==> src/rtl/fifo_wr_arbiter.sv <==
// Round-robin arbiter sharing the Asy_Fifo write port among NUM_REQ requesters.
// Grants one requester for a burst of up to MAX_BURST words, throttled by Wr_Full.
module fifo_wr_arbiter #(
    parameter int NUM_REQ   = 4,
    parameter int Width     = 4,
    parameter int MAX_BURST = 8,
    localparam int GW       = $clog2(NUM_REQ),
    localparam int BW       = $clog2(MAX_BURST + 1)
) (
    input  logic                     Wr_clk,
    input  logic                     reset,
    input  logic [NUM_REQ-1:0]       Req,
    input  logic [NUM_REQ*Width-1:0] Req_data,
    input  logic                     Wr_Full,
    output logic [NUM_REQ-1:0]       Ack,
    output logic                     Fifo_wr_en,
    output logic [Width-1:0]         Fifo_data_in,
    output logic [GW-1:0]            Grant_id,
    output logic                     Busy
);

    typedef enum logic [0:0] {
        S_IDLE = 1'b0,
        S_XFER = 1'b1
    } state_t;

    state_t          r_state;
    logic [GW-1:0]   r_rr_ptr;
    logic [GW-1:0]   r_grant_id;
    logic [BW-1:0]   r_burst_cnt;

    logic            w_xfer;
    logic            w_req_g;
    logic            w_wr;
    logic            w_last;
    logic            w_exit;
    logic [GW-1:0]   w_pick;
    logic [GW-1:0]   w_next_ptr;
    logic [Width-1:0] w_sel_data;

    // First set request searching upward from ptr, wrapping modulo NUM_REQ.
    function automatic logic [GW-1:0] rr_pick(input logic [NUM_REQ-1:0] req,
                                              input logic [GW-1:0]      ptr);
        logic [GW:0]   cand;
        logic          found;
        logic [GW-1:0] pick;
        found = 1'b0;
        pick  = ptr;
        cand  = '0;
        for (int i = 0; i < NUM_REQ; i++) begin
            cand = {1'b0, ptr} + (GW+1)'(i);
            if (cand >= (GW+1)'(NUM_REQ)) begin
                cand = cand - (GW+1)'(NUM_REQ);
            end else begin
                cand = cand;
            end
            if (!found && req[cand[GW-1:0]]) begin
                found = 1'b1;
                pick  = cand[GW-1:0];
            end else begin
                found = found;
            end
        end
        return pick;
    endfunction

    assign w_xfer     = (r_state == S_XFER);
    assign w_req_g    = Req[r_grant_id];
    // A synchronous reset still blocks the write in the cycle it is asserted.
    assign w_wr       = w_xfer & w_req_g & ~Wr_Full & ~reset;
    assign w_last     = (r_burst_cnt == BW'(MAX_BURST - 1));
    assign w_exit     = w_xfer & (~w_req_g | (w_wr & w_last));
    assign w_pick     = rr_pick(Req, r_rr_ptr);
    assign w_next_ptr = (r_grant_id == GW'(NUM_REQ - 1)) ? GW'(0) : r_grant_id + GW'(1);

    // Select the granted requester's data slice.
    always_comb begin
        w_sel_data = '0;
        for (int i = 0; i < NUM_REQ; i++) begin
            if (r_grant_id == GW'(i)) begin
                w_sel_data = Req_data[i*Width +: Width];
            end else begin
                w_sel_data = w_sel_data;
            end
        end
    end

    // Write-side outputs: only the granted requester can be acknowledged.
    always_comb begin
        Ack = '0;
        if (w_wr) begin
            Ack[r_grant_id] = 1'b1;
            Fifo_data_in    = w_sel_data;
        end else begin
            Fifo_data_in    = '0;
        end
    end

    assign Fifo_wr_en = w_wr;
    assign Grant_id   = r_grant_id;
    assign Busy       = w_xfer & ~reset;

    // Arbitration / burst FSM.
    always_ff @(posedge Wr_clk) begin
        if (reset) begin
            r_state     <= S_IDLE;
            r_rr_ptr    <= '0;
            r_grant_id  <= '0;
            r_burst_cnt <= '0;
        end else begin
            case (r_state)
                S_IDLE: begin
                    if (|Req) begin
                        r_grant_id  <= w_pick;
                        r_burst_cnt <= '0;
                        r_state     <= S_XFER;
                    end else begin
                        r_state     <= S_IDLE;
                    end
                end
                S_XFER: begin
                    if (w_wr) begin
                        r_burst_cnt <= r_burst_cnt + BW'(1);
                    end else begin
                        r_burst_cnt <= r_burst_cnt;
                    end
                    if (w_exit) begin
                        r_state  <= S_IDLE;
                        r_rr_ptr <= w_next_ptr;
                    end else begin
                        r_state  <= S_XFER;
                    end
                end
                default: begin
                    r_state <= S_IDLE;
                end
            endcase
        end
    end

endmodule
==> config.mk <==
export PLATFORM = sky130hd
export DESIGN_NAME = fifo_wr_arbiter
export DESIGN_NICKNAME = d
export VERILOG_FILES = /design/src/rtl/fifo_wr_arbiter.sv
export SDC_FILE = /design/constraint.sdc
export NUM_CORES = 1
export LEC_CHECK = 0
export CAP_MARGIN = 20
export CORE_UTILIZATION = 35
export CTS_CLUSTER_SIZE = 25
export DETAILED_ROUTE_END_ITERATION = 10
export PLACE_DENSITY = 0.74
export SLEW_MARGIN = 20
export SYNTH_ARGS = -nofsm -noshare
export SYNTH_HDL_FRONTEND = slang
export SYNTH_SLANG_ARGS = --single-unit
==> constraint.sdc <==
create_clock -name Wr_clk -period 3.3 [get_ports Wr_clk]
set_clock_uncertainty 0.2 [all_clocks]
set_input_delay 0.825 -clock Wr_clk [delete_from_list [all_inputs] [get_ports Wr_clk]]
set_output_delay 0.825 -clock Wr_clk [all_outputs]
set_load 0.005 [all_outputs]
==> results of run 1 <==
[layer usage]
metal | up-vias | global-route usage (%) | share of wire [%]
li1 | 461 | - | -
met1 | 399 | 20.8 | 45
met2 | 41 | 31.5 | 46
met3 | 2 | 4.05 | 8.3
met4 | 0 | 4.41 | 0.48
met5 | - | 0 | 0
[logic make-up (layout without fill, tap and decap cells)]
kind of cell,Yosys count,in the layout,share of synthesized area [%]
compound gates,32,32,26.1
buf+inv,17,60,10.1
flops,9,9,23.4
mux,4,4,6.82
simple gates,38,38,25.5
fa+ha+maj,5,5,8.12
[through the flow]
stage | setup WS (ps) | instances | hold slack (ps) | power (uW) | setup TNS [ps]
after floorplan | 409 | 105 | 225 | 185 | 0
final | 82.3 | 175 | 268 | 331 | 0
after CTS | 9.08 | 175 | 267 | 334 | 0
after global placement | -471 | 169 | 247 | 246 | -3840
after global routing | 49.9 | 175 | 311 | 352 | 0
after detailed placement | -522 | 169 | 257 | 248 | -4150
[worst register-to-register path: stages (launching register included)]
cell	delay, ps
dfxtp_1	520
nand2b_4	90
buf_4	150
or4_1	540
or4_1	420
o311ai_0	90
[synthesized netlist by cell type]
| master | count |
|---|---|
| nor2_1 | 6 |
| clkbuf_1 | 4 |
| nand3_1 | 4 |
| o311ai_0 | 2 |
| a21boi_0 | 1 |
| nor2b_1 | 1 |
| or3b_1 | 1 |
| a21oi_1 | 15 |
| buf_1 | 1 |
| nand2b_1 | 2 |
| nor3b_1 | 1 |
| a41oi_1 | 2 |
| or2_2 | 1 |
| inv_1 | 9 |
| o22a_1 | 1 |
| mux4_2 | 1 |
| o221ai_1 | 2 |
| nand4_1 | 1 |
| dfxtp_1 | 9 |
| buf_6 | 1 |
| clkinv_4 | 1 |
| or4_1 | 2 |
| o21ai_0 | 4 |
| a211oi_1 | 1 |
| nor3_1 | 1 |
| nand3b_1 | 1 |
| ha_1 | 5 |
| nor4_1 | 2 |
| a22oi_1 | 4 |
| buf_2 | 1 |
| mux2i_1 | 3 |
| and2_1 | 4 |
| nand2_1 | 11 |
[flip-flops by register name, indices dropped and copies added, names as in the netlist]
signal,cells
r_rr_ptr,2
r_burst_cnt,4
Grant_id,2
r_state,1
[layout make-up]
class | count | area (um^2)
fillers | 191 | 822
multi-input cells | 79 | 523
repair buffers | 46 | 394
flip-flops and latches | 9 | 180
inverters | 10 | 42.5
well taps | 27 | 33.8
clock buffers | 4 | 26.3
[worst paths after layout]
| check | slack, ps | cells past startpoint | end | from |
|---|---|---|---|---|
| min | 270 | 1 | r_burst_cnt[3] | r_burst_cnt[3] |
| max reg2reg | 1190 | 5 | r_rr_ptr[0] | r_state |
| min reg2reg | 270 | 1 | r_burst_cnt[3] | r_burst_cnt[3] |
| max | 80 | 6 | Fifo_data_in[0] | Req[3] |
[power by group]
| group | switching [uW] | internal (uW) |
|---|---|---|
| Sequential | 10.1 | 115 |
| Clock | 39.5 | 46.7 |
| Combinational | 51.7 | 67.8 |
| Total | 101 | 230 |
[repair_timing]
action                                  CTS  global route
setup buffers                             2             0
endpoints found under the setup margin    9             5
gates resized for setup                  28             5
endpoints found under the hold margin     0             0
pin swaps                                 2             0
==> qor.yml, run 1 <==
sta:
  final_max_slew_viol_count: 0
  final.min_clock_period_ps: 3220
  hold_violations: 0
  tightestPinTransition_ps: 428
  max_freq_mhz: 311
  setup_viol: 0
  relSlewSlack_pct: 71.2
  period_share_pct: 97.5
  rsz0062_at_grt: "no"
cells_and_area:
  final_cell_mix: "clkdlybuf4s50_1 (20), a21oi_1 (15), buf_4 (12), nand2_1 (11)"
  fin_util_pct: 59.3
  diodes: 0
  nNetsFinal: 177
  drive_gt1_share_pct: 18.2
  design_area_um2: 1200
  syn2layout_area_growth_pct: 55.7
  final_common_cell: "clkdlybuf4s50_1"
yosys:
  netlist_area_um2: 771
  synth_cells: 105
  ys_types: 33
  synth_warnings: 0
  synth_top_area_share_pct: 23.4
  synth_area_leaders: "dfxtp_1 (23%), a21oi_1 (9.7%), ha_1 (8.1%)"
  ys_ff_latch: 9
  synth_nets: 133
  synth_top_area_cell: "dfxtp_1"
  ys_seq_area_share_pct: 23.4
  syn_area_per_cell_um2: 7.34
min_path:
  worstHoldPathType: "flop to flop"
critical_path:
  crit_fanout: 4
  critPathArrivalTime_ps: 2190
  critPathSlowestCell: "mux4_2"
  endpoint_kind: "output port"
  critPathKind: "input pin to output port"
  critPathMaxStageDelay_ps: 490
  worstPathCellList: "dlygate4sd2_1 -> mux4_2 -> or3b_4 -> buf_4 -> nor2_1 -> clkdlybuf4s15_1"
  worst-path-buf-inv: 3
  required_ps: 2270
  critPathLaunchType: "input pin"
  path_delay_family: "buffers and inverters"
clock_network:
  cts_buffer_depth: 2
  clock-root-buffer: "clkbuf_4"
  clock_latency_ps: 270
  numCtsBuffers: 3
  clkTransAtPathRegs_ps: 50
  cts_num_sinks: 9
  cts.htree.levels: 1
  cts_tree: "built"
  ctsHoldBuffers: 0
routing:
  drtPass1Iterations: 4
  drc: 0
  wl_per_cell_um: 11.8
  wl_um: 2070
  postRouteAntennaNets: 0
  vias_per_cell: 5.16
  drt_iter0_drc: 43
  via_count: 903
floorplanning:
  num_io_pins: 35
  die_h_um: 48.9
  initial_utilization_pct: 38.1
  coreArea_um2: 2020
  row_count: 16
  dieArea_um2: 2390
  dieWidth_um: 48.9
global_routing:
  grt_max_degree: 12
  grt_pass1_wl_um: 3340
  antenna_found_initial: 0
  grt_pass1_vias: 829
  grt_overflow: 0
  grtUsageTotal_pct: 17.5
power:
  leakage_uw: 0.000527
  p_per_area_nw_per_um2: 276
  ir_drop_mv: 0.203
placement:
  gp_congestion: 0.828
  dp_hpwl_um: 1620
  placed_cell_area_um2: 1180
  port_buffers: 34
outcome:
  outcome: "finished clean"
run:
  maxCapViolations: 0
Power figures use the tool's default switching activity.
==> inputs of run 2 (changes only) <==
--- a/config.mk
+++ b/config.mk
@@ -6,10 +6,10 @@
 export NUM_CORES = 1
 export LEC_CHECK = 0
 export CAP_MARGIN = 20
-export CORE_UTILIZATION = 35
+export CORE_UTILIZATION = 44
 export CTS_CLUSTER_SIZE = 25
 export DETAILED_ROUTE_END_ITERATION = 10
-export PLACE_DENSITY = 0.74
+export PLACE_DENSITY = 0.89
 export SLEW_MARGIN = 20
 export SYNTH_ARGS = -nofsm -noshare
 export SYNTH_HDL_FRONTEND = slang
==> run 2 against run 1 <==
Net effect:
- the run now ends with DRC left
- first-iteration DRC count decreased by 42%
- via count increased by 5.4%
- utilization increased by 16 points
- critical path depth decreased by 1
- clock power decreased by 2%
- combinational power increased by 3%
- non-clock buffer count increased by 2
- die area decreased by 20%
- sequential cell count unchanged
- register-to-register slack got worse by 30 ps
==> qor.yml, run 2 (synthesis results as in run 1) <==
outcome:
  outcome: "finished with violations"  # was finished clean
  violations: "DRC"
global_routing:
  grt_max_degree: 12  # unchanged
  grtUsageTotal_pct: 23.4  # was 17.5%
  grt_pass1_vias: 867  # was 829
  antenna_found_initial: 0  # unchanged
  grt_pass1_wl_um: 3370  # was 3340 um
  grt_overflow: 0  # unchanged
critical_path:
  critPathLaunchType: "input pin"  # unchanged
  cpMostUsedCell: "dlygate4sd2_1"
  r2r_cells: 5  # unchanged
  worstPathCellList: "dlygate4sd2_1 -> mux4_2 -> or3b_4 -> clkinv_4 -> dlygate4sd2_1"  # was dlygate4sd2_1 -> mux4_2 -> or3b_4 -> buf_4 -> nor2_1 -> clkdlybuf4s15_1
  critPathMaxStageDelay_ps: 490  # about the same
  critPathArrivalTime_ps: 2170  # was 2190 ps
  endpoint_kind: "output port"  # unchanged
  critPathKind: "input pin to output port"  # unchanged
  required_ps: 2270  # about the same
  crit_fanout: 6  # was 4
  critPathSlowestCell: "mux4_2"  # unchanged
cells_and_area:
  nNetsFinal: 179  # was 177
  largest_register_ffs: 4  # unchanged
  diodes: 0  # unchanged
  drive_gt1_share_pct: 20.0  # was 18.2%
  largest-register: "r_burst_cnt"  # unchanged
  final_common_cell: "clkdlybuf4s50_1"  # unchanged
  design_area_um2: 1190  # was 1200 um^2
  syn2layout_area_growth_pct: 54.5  # was 55.7%
  fin_util_pct: 75.6  # was 59.3%
  final_cell_mix: "clkdlybuf4s50_1 (21), a21oi_1 (15), buf_4 (14), nand2_1 (11)"  # was clkdlybuf4s50_1 (20), a21oi_1 (15), buf_4 (12), nand2_1 (11)
routing:
  vias_per_cell: 5.73  # was 5.16
  postRouteAntennaNets: 0  # unchanged
  via_count: 952  # was 903
  drt_iter0_drc: 25  # was 43
  wl_per_cell_um: 13.2  # was 11.8 um
  drc: 1  # was 0
  drtPass1Iterations: 9  # was 4
  wl_um: 2190  # was 2070 um
power:
  seqPwrFrac_pct: 37.6  # was 37.9%
  p_per_area_nw_per_um2: 281  # was 276 nW/um^2
  pwr-share-comb_pct: 37.1  # was 36.1%
  swShare_pct: 30.3  # was 30.6%
  clkPwrFrac_pct: 25.3  # was 26.0%
  ir_drop_mv: 0.286  # was 0.203 mV
  p_int_uw: 234  # was 230 uW
  leakage_uw: 0.000536  # was 0.000527 uW
  switching_power_uw: 101  # about the same
placement:
  dp_hpwl_um: 1660  # was 1620 um
  port_buffers: 34  # unchanged
  gp_congestion: 0.851  # was 0.828
  placed_cell_area_um2: 1170  # was 1180 um^2
  pre_cts_slack_ps: -528  # was -522 ps
clock_network:
  cts.htree.levels: 1  # unchanged
  clock-root-buffer: "clkbuf_4"  # unchanged
  clkTransAtPathRegs_ps: 60  # was 50 ps
  cts_num_sinks: 9  # unchanged
  cts_buffer_depth: 2  # unchanged
  clock_latency_ps: 260  # was 270 ps
  numCtsBuffers: 3  # unchanged
  cts_tree: "built"  # unchanged
floorplanning:
  coreArea_um2: 1580  # was 2020 um^2
  dieWidth_um: 43.9  # was 48.9 um
  initial_utilization_pct: 48.9  # was 38.1%
  num_io_pins: 35  # unchanged
  dieArea_um2: 1920  # was 2390 um^2
  die_h_um: 43.9  # was 48.9 um
  row_count: 14  # was 16
min_path:
  worstHoldPathType: "flop to flop"  # unchanged
  hold_path_depth: 1  # unchanged
sta:
  fin_hold_ws_ps: 285  # was 268 ps
  hold_violations: 0  # unchanged
  finalWorstSetupSlack_ps: 108  # was 82.3 ps
  relSlewSlack_pct: 64.3  # was 71.2%
  setup-tns-final_ps: 0  # unchanged
  max_freq_mhz: 313  # was 311 MHz
  setup_viol: 0  # unchanged
  tightestPinTransition_ps: 530  # was 428 ps
  final.min_clock_period_ps: 3190  # was 3220 ps
  rsz0062_at_grt: "no"  # unchanged
  final_max_slew_viol_count: 0  # unchanged
  period_share_pct: 96.7  # was 97.5%
run:
  maxCapViolations: 0  # unchanged
==> run 2: area by class of cell <==
class | count | area (um^2)
clock buffer | 4 | 26.3
tap | 16 | 20.0
multi-input combinational | 79 | 523
fill | 129 | 385
timing repair buffer | 48 | 399
sequential | 9 | 180
inverter | 10 | 42.5
==> run 2: metrics by stage <==
stage,instances,power [uW]
3_5_place_dp,158,247
3_3_place_gp,158,243
2_1_floorplan,105,185
4_1_cts,165,335
6_report,166,335
5_1_grt,166,360
==> run 2: final timing paths <==
path / from / to / slack, ps
hold / removal: r_burst_cnt[3] / r_burst_cnt[3] / 280
setup / recovery: Req[3] / Fifo_wr_en / 110
hold reg to reg: r_burst_cnt[3] / r_burst_cnt[3] / 280
setup reg to reg: r_state / r_rr_ptr[0] / 1160
==> run 2: worst max-delay path, delay by kind of cell <==
family	cells	cell delay, ps
multiplexers	1	490
AND/OR/NAND/NOR	1	290
buffers and inverters	3	570
==> run 2: power groups by stage <==
stage / logic, uW / registers [uW] / clock network, uW
6_report: 124 / 126 / 84.7
3_5_place_dp: 120 / 127 / 0
5_1_grt: 137 / 127 / 95.0
2_1_floorplan: 60.2 / 125 / 0
3_3_place_gp: 117 / 127 / 0
4_1_cts: 123 / 126 / 86.5
==> run 2: timing repair <==
action / CTS / global route
resized for setup: 25 / 7
hold buffers: 0 / 0
setup buffers: 3 / 1
endpoints found under the hold margin: 0 / 0
setup endpoints to repair: 9 / 7
pin swaps: 3 / 1
==> run 2: per-layer routing <==
layer / share of wire (%) / track usage [%]
met3: 10 / 6.67
met2: 44 / 43.6
met5: 0 / 0
met1: 42 / 23.9
met4: 3.4 / 10.3
==> inputs of run 3 (changes only) <==
--- a/config.mk
+++ b/config.mk
@@ -5,11 +5,11 @@
 export SDC_FILE = /design/constraint.sdc
 export NUM_CORES = 1
 export LEC_CHECK = 0
-export CAP_MARGIN = 20
 export CORE_UTILIZATION = 44
 export CTS_CLUSTER_SIZE = 25
 export DETAILED_ROUTE_END_ITERATION = 10
 export PLACE_DENSITY = 0.89
+export SKIP_LAST_GASP = 1
 export SLEW_MARGIN = 20
 export SYNTH_ARGS = -nofsm -noshare
 export SYNTH_HDL_FRONTEND = slang
==> results of run 3 <==
Final layout, timing and power as in run 2 (identical DEF).
